## src/rtl/regfile_mp.sv

```systemverilog
// Multi-ported register file: NRD combinational read ports and two write ports.
// A clear sweep (after reset or on clr_req) zeroes one entry per cycle while busy is high.
module regfile_mp #(
  parameter int DW       = 32,
  parameter int AW       = 5,
  parameter int NRD      = 2,
  parameter int ZERO_REG = 1,
  parameter int BYPASS   = 1
) (
  input  logic              clk,
  input  logic              rst,
  input  logic [NRD*AW-1:0] rd_idx,
  output logic [NRD*DW-1:0] rd_dat,
  input  logic              wen0,
  input  logic              wen1,
  input  logic [AW-1:0]     widx0,
  input  logic [AW-1:0]     widx1,
  input  logic [DW-1:0]     wdat0,
  input  logic [DW-1:0]     wdat1,
  input  logic              clr_req,
  output logic              busy,
  output logic              dbg_state
);

  localparam int DEPTH = 1 << AW;
  localparam logic [AW-1:0] LAST_IDX = '1;

  typedef enum logic {
    IDLE  = 1'b0,
    CLEAR = 1'b1
  } state_t;

  state_t        state;
  state_t        state_nxt;
  logic [AW-1:0] cnt;
  logic [DW-1:0] mem [DEPTH];
  logic          we0;
  logic          we1;

  // State register: reset always (re)starts the sweep.
  always_ff @(posedge clk) begin
    if (rst) begin
      state <= CLEAR;
    end else begin
      state <= state_nxt;
    end
  end

  always_comb begin
    state_nxt = state;
    case (state)
      IDLE:    if (clr_req) state_nxt = CLEAR;
      CLEAR:   if (cnt == LAST_IDX) state_nxt = IDLE;
      default: state_nxt = CLEAR;
    endcase
  end

  always_comb begin
    busy      = (state == CLEAR);
    dbg_state = state;
  end

  // Sweep counter sits at 0 outside CLEAR so every sweep begins at entry 0.
  always_ff @(posedge clk) begin
    if (rst || (state != CLEAR)) begin
      cnt <= '0;
    end else begin
      cnt <= cnt + 1'b1;
    end
  end

  assign we0 = !rst && (state == IDLE) && wen0 && !((ZERO_REG != 0) && (widx0 == '0));
  assign we1 = !rst && (state == IDLE) && wen1 && !((ZERO_REG != 0) && (widx1 == '0));

  // Port 1 is written last so it wins an index collision.
  always_ff @(posedge clk) begin
    if (!rst && (state == CLEAR)) begin
      mem[cnt] <= '0;
    end
    if (we0) begin
      mem[widx0] <= wdat0;
    end
    if (we1) begin
      mem[widx1] <= wdat1;
    end
  end

  for (genvar k = 0; k < NRD; k++) begin : g_rd
    logic [AW-1:0] idx;
    logic [DW-1:0] dat;
    logic          hit0;
    logic          hit1;

    assign idx  = rd_idx[k*AW +: AW];
    assign hit0 = (BYPASS != 0) && wen0 && (widx0 == idx);
    assign hit1 = (BYPASS != 0) && wen1 && (widx1 == idx);

    always_comb begin
      dat = mem[idx];
      if (busy || ((ZERO_REG != 0) && (idx == '0))) begin
        dat = '0;
      end else if (hit1) begin
        dat = wdat1;
      end else if (hit0) begin
        dat = wdat0;
      end
    end

    assign rd_dat[k*DW +: DW] = dat;
  end

endmodule

```

## config.mk

```make
export PLATFORM = sky130hd
export DESIGN_NAME = regfile_mp
export DESIGN_NICKNAME = d
export VERILOG_FILES = /design/src/rtl/regfile_mp.sv
export SDC_FILE = /design/constraint.sdc
export NUM_CORES = 2
export LEC_CHECK = 0
export BUFFER_PORTS_ARGS = -buffer_cell sky130_fd_sc_hd__buf_2
export CORE_MARGIN = 1
export CORE_UTILIZATION = 50
export DETAILED_ROUTE_END_ITERATION = 10
export PLACE_DENSITY_LB_ADDON = 0.12
export REMOVE_ABC_BUFFERS = 1
export SKIP_CTS_REPAIR_TIMING = 1
export SLEW_MARGIN = 10
export SYNTH_ARGS = -nofsm -noshare
export SYNTH_HDL_FRONTEND = slang
export SYNTH_SLANG_ARGS = --single-unit
```

## constraint.sdc

```tcl
create_clock -name clk -period 6.7 [get_ports clk]
set_clock_uncertainty 0.15 [all_clocks]
set_input_delay 1.34 -clock clk [delete_from_list [all_inputs] [get_ports clk]]
set_output_delay 1.34 -clock clk [all_outputs]
set_load 0.01 [all_outputs]
```

==> impl_metrics.json <==
{
  "outcome": "complete, no violations",
  "dieHeight_um": 348,
  "pre_cts_slack_ns": 1.02,
  "cts_buffers": 112,
  "clk_pin_slew_ns": 0.06,
  "hpwl_mm": 128,
  "ys_seq_elements": 1030,
  "hold_path.class": "reg -> reg",
  "crit_arrival_ns": 4.31,
  "cts_tree": "built",
  "synth_cell_types": 65,
  "crit_chain": "buf_8 -> xor2_1 -> nor4_2 -> and2_2 -> a22oi_1 -> o211ai_1 -> buf_2",
  "final_cell_mix": "1118 x nand2_1, 1024 x edfxtp_1, 974 x o21ai_0",
  "cts_root_buffer": "clkbuf_16",
  "netlist_instances": 5056,
  "port-buffer-count": 154,
  "drt-total-wl_mm": 225,
  "total_power_uw": 14300,
  "synth.avg_cell_area_um2": 11.9,
  "start_util_pct": 50.6,
  "fin_crit_ns": 5.80,
  "synthArstFlopShare_pct": 0,
  "gp_congestion": 0.849,
  "final_cell_area_mm2": 0.0655,
  "grt_pass1_wl_mm": 318,
  "fin_ws_ns": 0.901,
  "post-route-util_pct": 55.2,
  "ioPinCount": 155,
  "slew_headroom_pct": 16.9,
  "slew_viol_final": 0,
  "synth_ff_type": "edfxtp_1",
  "synth-seq-area-share_pct": 51.5,
  "num_vias": 45300,
  "vdd.ir_drop.worst_mv": 0.237,
  "critPathBufInv": 2,
  "fin_crit_sh_pct": 86.6,
  "layout_commonest_cell": "nand2_1",
  "wl_per_cell_um": 34.6,
  "dr_wl_met2_mm": 104,
  "wl_met3_mm": 26.0,
  "fmax_mhz": 172,
  "antenna_found_initial": 4,
  "setup_viol": 0,
  "met1_length_mm": 80.8,
  "cp_max_fo": 44,
  "drtIter0Drc": 6778,
  "yosysWarnings": 0,
  "clockBufferDepth": 3,
  "power_density_mw_per_mm2": 219,
  "first_global_vias": 43400,
  "synthToLayoutAreaGrowth_pct": 9.11,
  "fin_tns_setup_ns": 0,
  "rows": 126,
  "tightest_slew_ns": 1.25,
  "viasPerCell": 6.98,
  "path_class": "in -> out",
  "die_width_um": 348,
  "cp_data_required_time_ns": 5.21,
  "synth_edf_count": 1024,
  "drtPass1Iterations": 6,
  "cts_max_level": 3,
  "grtUsageTotal_pct": 37.0,
  "crit_path_max_incr_delay_ns": 0.69,
  "rsz0062_at_grt": "false",
  "maxCapViolations": 0,
  "leakage_uw": 0.0194,
  "hold_viol": 0,
  "placed_area_mm2": 0.0619,
  "core-area_mm2": 0.119,
  "synth_area_mm2": 0.0600,
  "insertion_delay_ns": 0.72,
  "slowest_stage": "and2_2",
  "top_layer": "met5",
  "ant_nets": 0,
  "startpoint_type": "input port",
  "gr-total-overflow": 0,
  "cts.sinks": 1030,
  "route.detailed.drc": 0,
  "cp_top_family": "simple AND/OR/NAND/NOR gates",
  "drive_gt1_share_pct": 22.0,
  "fin_nets": 4892,
  "die-area_mm2": 0.121,
  "grt_max_degree": 125,
  "end_kind": "output pin"
}
-- worst reg2reg max path: cells and delay by family (launching register included) --
kind,cells,cell delay [ns]
AO/OA/AOI/OAI,3,2.07
AND/OR/NAND/NOR,2,0.81
flip-flops,1,0.50
buffers and inverters,1,0.36
-- logic make-up (layout without fill, tap and decap cells) --
group	Yosys count	in the layout	share of synthesized area (%)
AOI/OAI and AO/OA	1422	1422	13.8
xor gates and xnor gates	22	22	0.321
adders and majority gates	2	2	0.0417
buffers and inverters	702	540	5.38
DFF	1030	1030	51.5
muxes	518	518	19.3
other	0	2	0
and+or+nand+nor	1360	1360	9.66
-- routing by layer --
layer / up-vias / global-route usage (%)
li1: 18800 / -
met1: 22600 / 48.5
met2: 3200 / 58.2
met3: 654 / 7.20
met4: 6 / 20.6
met5: - / 0
-- metrics by stage --
step,hold slack (ns),cells
floorplan,0.291,4388
global placement,0.317,6287
detailed placement,0.325,6287
CTS,0.340,6494
global route,0.383,6494
finish,0.344,6496
-- layout make-up --
| class | count | area [µm²] |
|---|---|---|
| inverters | 34 | 128 |
| clock buffers | 134 | 2970 |
| repair buffers | 299 | 2390 |
| diodes | 2 | 5.00 |
| well taps | 1600 | 2000 |
| fillers | 9868 | 53100 |
| clock inverters | 73 | 561 |
| multi-input cells | 3324 | 26500 |
| flip-flops and latches | 1030 | 30900 |
-- cells in the mapped netlist, types with 4 or more instances --
library cell,count,area share (%)
nand2_1,1120,7.0
edfxtp_1,1024,51
o21ai_0,974,8.1
mux4_2,512,19
clkbuf_1,348,2.2
a22oi_1,254,3.2
buf_2,191,1.6
nand4_1,97,1.0
a22o_1,61,0.89
clkbuf_2,59,0.49
nor2_1,42,0.26
inv_1,34,0.21
o211ai_1,33,0.41
buf_4,31,0.39
o221ai_1,29,0.42
o22ai_1,25,0.26
nand2_2,22,0.23
o21ai_1,22,0.18
buf_1,18,0.11
buf_6,18,0.34
xnor2_1,13,0.19
nor2_2,11,0.11
xor2_1,9,0.13
nor2_8,8,0.27
o21bai_1,8,0.10
and2_1,7,0.073
nor2b_1,7,0.073
dfxtp_1,6,0.20
nand2b_1,6,0.063
nand3_1,5,0.042
nor4_1,5,0.052
mux2i_1,4,0.067
nand3b_1,4,0.050
nor2_4,4,0.075
nor3_1,4,0.033
-- registers in the layout, indices dropped and copies added, names as in the netlist --
signal and count:
mem 1024, cnt 5, busy 1
-- worst paths after layout --
path	from	endpoint	slack, ns	cells after the start
hold / removal	cnt[0]	cnt[0]	0.34	1
hold reg to reg	cnt[0]	cnt[0]	0.34	1
setup / recovery	rd_idx[7]	rd_dat[39]	0.90	7
setup reg to reg	busy	mem[17][22]	2.45	6
-- where the power goes --
| group | total, µW | internal, µW | leakage (µW) | switching (µW) |
|---|---|---|---|---|
| clock network | 6150 | 3470 | 0.00173 | 2670 |
| logic | 1130 | 417 | 0.00940 | 716 |
| registers | 7050 | 7030 | 0.00827 | 19.2 |
| total | 14300 | 10900 | 0.0194 | 3410 |
Power figures use the tool's default switching activity.
